File: src/rtl/rom_arbiter2.sv
`default_nettype none
// ============================================================================
// Module   : rom_arbiter2
// Purpose  : Two-port round-robin arbiter for the single combinational read
//            port of a 16x8 distributed ROM. Registers the winning address
//            into the ROM, captures rom_spo one cycle later and returns it to
//            the winner with a one-cycle acknowledge. One access in flight.
// Ports    : clk, rst               - clock, synchronous active-high reset
//            req0/addr0/ack0/rdata0 - client port 0
//            req1/addr1/ack1/rdata1 - client port 1
//            rom_a (out), rom_spo (in) - ROM address / data
//            busy                   - high while a ROM read is being captured
// Revision : 1.0 - initial release
// ============================================================================
module rom_arbiter2 #(
    parameter int AW = 4,
    parameter int DW = 8
) (
    input  logic          clk,
    input  logic          rst,
    input  logic          req0,
    input  logic [AW-1:0] addr0,
    output logic          ack0,
    output logic [DW-1:0] rdata0,
    input  logic          req1,
    input  logic [AW-1:0] addr1,
    output logic          ack1,
    output logic [DW-1:0] rdata1,
    output logic [AW-1:0] rom_a,
    input  logic [DW-1:0] rom_spo,
    output logic          busy
);

    typedef enum logic [0:0] {
        c_ST_IDLE = 1'b0,
        c_ST_READ = 1'b1
    } state_t;

    state_t        r_state_q, w_state_d;
    logic [AW-1:0] r_rom_a_q, w_rom_a_d;
    logic [DW-1:0] r_rdata0_q, w_rdata0_d;
    logic [DW-1:0] r_rdata1_q, w_rdata1_d;
    logic          r_ack0_q, w_ack0_d;
    logic          r_ack1_q, w_ack1_d;
    logic          r_sel_q, w_sel_d;
    logic          r_last_q, w_last_d;

    logic          w_elig0;
    logic          w_elig1;

    // A request seen in the same cycle as its own ack is the tail of the
    // access just completed, not a new one, so it is masked.
    assign w_elig0 = req0 & ~r_ack0_q;
    assign w_elig1 = req1 & ~r_ack1_q;

    always_ff @(posedge clk) begin
        if (rst) begin
            r_state_q  <= c_ST_IDLE;
            r_rom_a_q  <= '0;
            r_rdata0_q <= '0;
            r_rdata1_q <= '0;
            r_ack0_q   <= 1'b0;
            r_ack1_q   <= 1'b0;
            r_sel_q    <= 1'b0;
            r_last_q   <= 1'b1;   // port 0 wins the first tie
        end else begin
            r_state_q  <= w_state_d;
            r_rom_a_q  <= w_rom_a_d;
            r_rdata0_q <= w_rdata0_d;
            r_rdata1_q <= w_rdata1_d;
            r_ack0_q   <= w_ack0_d;
            r_ack1_q   <= w_ack1_d;
            r_sel_q    <= w_sel_d;
            r_last_q   <= w_last_d;
        end
    end

    always_comb begin
        w_state_d  = r_state_q;
        w_rom_a_d  = r_rom_a_q;
        w_rdata0_d = r_rdata0_q;
        w_rdata1_d = r_rdata1_q;
        w_ack0_d   = 1'b0;
        w_ack1_d   = 1'b0;
        w_sel_d    = r_sel_q;
        w_last_d   = r_last_q;

        case (r_state_q)
            c_ST_IDLE: begin
                if (w_elig0 || w_elig1) begin
                    // On a tie the port that was not served last wins.
                    if (w_elig0 && w_elig1) begin
                        w_sel_d = ~r_last_q;
                    end else begin
                        w_sel_d = w_elig1;
                    end
                    w_rom_a_d = w_sel_d ? addr1 : addr0;
                    w_state_d = c_ST_READ;
                end
            end
            c_ST_READ: begin
                // rom_a has been stable for a full cycle; capture the data.
                if (r_sel_q) begin
                    w_rdata1_d = rom_spo;
                    w_ack1_d   = 1'b1;
                end else begin
                    w_rdata0_d = rom_spo;
                    w_ack0_d   = 1'b1;
                end
                w_last_d  = r_sel_q;
                w_state_d = c_ST_IDLE;
            end
            default: begin
                w_state_d = c_ST_IDLE;
            end
        endcase
    end

    assign ack0   = r_ack0_q;
    assign ack1   = r_ack1_q;
    assign rdata0 = r_rdata0_q;
    assign rdata1 = r_rdata1_q;
    assign rom_a  = r_rom_a_q;
    assign busy   = (r_state_q == c_ST_READ);

endmodule
`default_nettype wire

File: config.mk
export PLATFORM = sky130hd
export DESIGN_NAME = rom_arbiter2
export DESIGN_NICKNAME = d
export VERILOG_FILES = /design/src/rtl/rom_arbiter2.sv
export SDC_FILE = /design/constraint.sdc
export NUM_CORES = 1
export LEC_CHECK = 0
export BUFFER_PORTS_ARGS = -buffer_cell sky130_fd_sc_hd__clkbuf_2
export CORE_UTILIZATION = 25
export DETAILED_ROUTE_END_ITERATION = 7
export SETUP_SLACK_MARGIN = 0.5
export SLEW_MARGIN = 20
export SYNTH_ARGS = -nofsm -noshare
export SYNTH_HDL_FRONTEND = slang
export SYNTH_SLANG_ARGS = --single-unit
File: constraint.sdc
create_clock -name clk -period 1.2 [get_ports clk]
set_clock_uncertainty 0.2 [all_clocks]
set_input_delay 0.06 -clock clk [delete_from_list [all_inputs] [get_ports clk]]
set_output_delay 0.06 -clock clk [all_outputs]
set_load 0.05 [all_outputs]
## Yosys cells after proc, flatten, opt, wreduce, memory -nomap -nowiden

Index checks and enable logic that the tools add are counted.

- Mux-type cells: 8
- Bitwise gates (word level): 7
- Reductions and logical operators: 6

Operator list:

| kind | number |
|---|---|
| 2-to-1 mux 1 bit | 6 |
| AND reduction 2 bit | 3 |
| NOT 1 bit | 5 |
| 2-to-1 mux 4 bit | 1 |
| bitwise AND 1 bit | 2 |
| case mux 1 bit (2 select lines) | 1 |
| OR reduction 2 bit | 1 |
| logical AND 1 bit | 1 |
| logical OR 1 bit | 1 |

- Register bits after elaboration: 25
- Input port bits: 20
- Output and inout bits: 23
- Word-level logic and storage cells: 29

## Longest topological paths before layout

- Word-level depth: 7
- Gate-level depth with buffers: 5
- Mapped depth without buffers: 4

## Worst setup path before layout

OpenSTA, ideal clock, no wires.

- Path kind: register -> register
- Start: reg r_ack1_q, in the netlist ack1
- End: reg r_rom_a_q[0], in the netlist rom_a[0]
- Setup time: 138 ps
- Arrival time: 1250 ps
- Setup slack: -389 ps
- Cell stages (with the launch flop): 5
- Path buffers: 0
- Cells stage by stage: dfxtp_1 > nand2b_4 > o21bai_4 > mux2i_1 > a211oi_1

- Cells in the longest elaborated chain, start to end: 7
- Elaborated cells on any way between the ends: 9
- Those cells by class: mux: 4; bitwise: 2; reduce/logical: 3

RTL lines:

| what | line | text |
|---|---|---|
| start: declaration | 44 | `logic r_ack1_q, w_ack1_d;` |
| start signal: assignment | 72 | `r_ack1_q <= w_ack1_d;` |
| NOT 1 bit (*) | 54 | `assign w_elig1 = req1 & ~r_ack1_q;` |
| bitwise AND 1 bit (*) | 54 |  |
| logical AND 1 bit | 92 | `if (w_elig0 && w_elig1) begin` |
| 2-to-1 mux 1 bit | 92 |  |
| 2-to-1 mux 1 bit | 90 | `if (w_elig0 \|\| w_elig1) begin` |
| 2-to-1 mux 1 bit | 88 | `case (r_state_q)` |
| 2-to-1 mux 4 bit | 97 | `w_rom_a_d = w_sel_d ? addr1 : addr0;` |
| end signal: assignment | 68 | `r_rom_a_q <= w_rom_a_d;` |
| end: declaration | 40 | `logic [AW-1:0] r_rom_a_q, w_rom_a_d;` |

Mark *: on every way between the ends. The rest lies on a longest branch, timed or not. The select of a mux whose other input is x is not followed.
A chain may end at the register's enable or synchronous reset.

## Final worst setup path

- Start: reg r_ack0_q, in the netlist ack0
- End: reg r_rom_a_q[3], in the netlist rom_a[3]

- Cells in the longest elaborated chain, start to end: 7
- Elaborated cells on any way between the ends: 9
- Those cells by class: mux: 4; bitwise: 2; reduce/logical: 3

RTL lines:

| what | line | text |
|---|---|---|
| start: declaration | 43 | `logic r_ack0_q, w_ack0_d;` |
| start signal: assignment | 71 | `r_ack0_q <= w_ack0_d;` |
| NOT 1 bit (*) | 53 | `assign w_elig0 = req0 & ~r_ack0_q;` |
| bitwise AND 1 bit (*) | 53 |  |
| logical AND 1 bit | 92 |  |
| 2-to-1 mux 1 bit | 92 |  |
| 2-to-1 mux 1 bit | 90 |  |
| 2-to-1 mux 1 bit | 88 |  |
| 2-to-1 mux 4 bit | 97 |  |

Marks and branches as above.

==> out/results.ini <==
[layout]
final_util_pct=58.7
layout_commonest_cell=nand2_1
antenna_cells=0
n_fill_cell=265
nets=188
final_cell_mix=nand2_1, dfxtp_4, clkbuf_16, clkbuf_2, a21oi_1
drive_gt1_share_pct=59.9
area_growth_pct=119

[worst_setup_path]
required_ns=1.14
path_max_fanout=5
critPathKind=reg2reg
crit_family=flip-flops
critPathLaunchType=flip-flop
worstPathCellList=nand2b_4, o21bai_4, mux2i_1, a211oi_1
crit_path_end_kind=flip-flop
worstPathArrival_ns=1.31
max_stage_delay_ns=0.35
worst-path-buf-inv=0
cpMaxStageDelayCell=dfxtp_4

[global_routing]
grt_max_degree=26
antenna_found_initial=0
grt_pass1_vias=978
grt_pass1_wl_um=4570
gr-usage-all-layers_pct=14.8
grt.overflow.total=0

[clocking]
cts_max_path_buffers=2
path_clk_slew_ns=0.09
clock_sinks=25
cts_htree_levels=1
cts_tree=done
root_buffer=clkbuf_8
cts_buffers=3
clkLatencyLatePin_ns=0.27

[route]
drc=0
via_per_inst=4.44
wl_per_cell_um=13.5
drt_iter0_markers=17
first_pass_iters=3
antenna_left=0
vias=946
wl_um=2870

[timing]
fmax_mhz=729
rsz0062_at_grt=yes
whs_ns=-0.180
final_hold_viol_count=20
tightest_slew_ns=0.515
drv_slew=0
relSlewSlack_pct=65.7
finalSetupTns_ns=-1.39
fin_crit_ns=1.37
finalWorstSetupSlack_ns=-0.172
setup_viol=23
period_share_pct=114

[status]
violations=negative hold slack, negative setup slack
status=finished, violations left

[synth]
synth_edf_count=0
yosysWarnings=0
yosysSeqAreaShare_pct=54.2
async_flop_share_pct=0
netlist_instances=107
synth_area_um2=923
synth_nets=127
synth_largest_area_cell=dfxtp_1
synthTopCellsByArea=dfxtp_1, nand2_1, a21oi_1
ys_ff_latch=25
syn_area_per_cell_um2=8.63
yosysUniqueCellTypes=16
synth-main-ff-cell=dfxtp_1
synth_top_area_share_pct=54.2

[power_and_ir_drop]
p_switching_w=0.000643
power_density_nw_per_um2=1020
p_int_w=0.00142
p_sw_share_pct=31.1
ir_drop_mv=0.549
finalPower_w=0.00207
p_seq_share_pct=44.1
pwr-share-clk_pct=23.9
p_leak_nw=0.817
power_frac_comb_pct=32.0

[placed_design]
dp_hpwl_um=1720
gp_congestion=0.710
dp_slack_ns=-0.169
io_buffers=42

[die]
core_um2=3440
die_area_um2=3940
die-width_um=62.8
initial_utilization_pct=26.8
fp.dieH_um=62.8
ios=43
placementRows=21

[hold_path]
hold_class=in2reg

[job]
max_cap_violations=0

## per-stage QoR
| stage | area, um^2 | instances |
|---|---|---|
| final | 2020 | 213 |
| after global routing | 2020 | 213 |
| after CTS | 1920 | 205 |
| after detailed placement | 1350 | 196 |
| after global placement | 1350 | 196 |
| after floorplan | 1070 | 107 |
## worst reg2reg max path: cells and delay by family (launching register included)
family / cells / cell delay (ns)
muxes: 1 / 0.23
AOI/OAI and AO/OA: 2 / 0.31
DFF: 1 / 0.35
and+or+nand+nor: 1 / 0.16
## final cells by class
class | instances | area, um^2 | area share [%]
multi-input combinational | 77 | 483 | 23.9
tap | 46 | 57.6 | 2.85
inverter | 3 | 16.3 | 0.804
clock buffer | 3 | 41.3 | 2.04
clock inverter | 1 | 5.00 | 0.248
sequential | 25 | 591 | 29.2
timing repair buffer | 58 | 828 | 41.0
## layer usage
layer  global-route usage (%)  up-vias  share of wire (%)  routed length, um
met5                        0        -                  0                  0
met4                     5.23        0               0.49                 14
met3                     2.74        2                3.1                 89
met2                     26.4       23                 53               1520
met1                     17.6      447                 43               1240
li1                         -      474                  -                  -
## sequential cells by signal, indices dropped and copies added, names as in the netlist
name	flops
r_sel_q	1
ack0	1
r_last_q	1
busy	1
rdata0	8
rdata1	8
rom_a	4
ack1	1
## cell families after synthesis
group	after synthesis	share of synthesized area, %
simple gates	47	22.1
buf+inv	7	2.98
mux	4	4.34
flops	25	54.2
compound gates	24	16.4
## final timing paths
kind | depth (start not counted) | slack (ns) | startpoint | end
setup reg to reg | 4 | -0.17 | ack0 | rom_a[3]
hold / removal | 3 | -0.18 | rom_spo[2] | rdata1[2]
setup / recovery | 4 | -0.17 | ack0 | rom_a[3]
hold reg to reg | 2 | 0.29 | rdata0[5] | rdata0[5]
## repair_timing
item / in CTS / in global routing
pin swaps: 5 / 13
buffers inserted: 4 / 7
setup endpoints to repair: 48 / 48
gates resized for setup: 75 / 9
hold endpoints to repair: 20 / 20
gates cloned: 1 / 1
## power groups by stage
stage	Clock (W)	Combinational, W	Sequential, W
after floorplan	0	0.000159	0.00106
after global placement	0	0.000414	0.000907
after detailed placement	0	0.000422	0.000910
after CTS	0.000504	0.000604	0.000913
after global routing	0.000552	0.000697	0.000916
final	0.000493	0.000662	0.000911
## cells in the mapped netlist, types with 2 or more instances
library cell,instances
a211oi_1,4
a21oi_1,17
clkbuf_1,3
dfxtp_1,25
inv_2,2
mux2i_1,4
nand2_1,35
nand2b_4,2
nor2_1,7
nor2_2,2
Note: power is estimated with default switching activity, not from simulation.
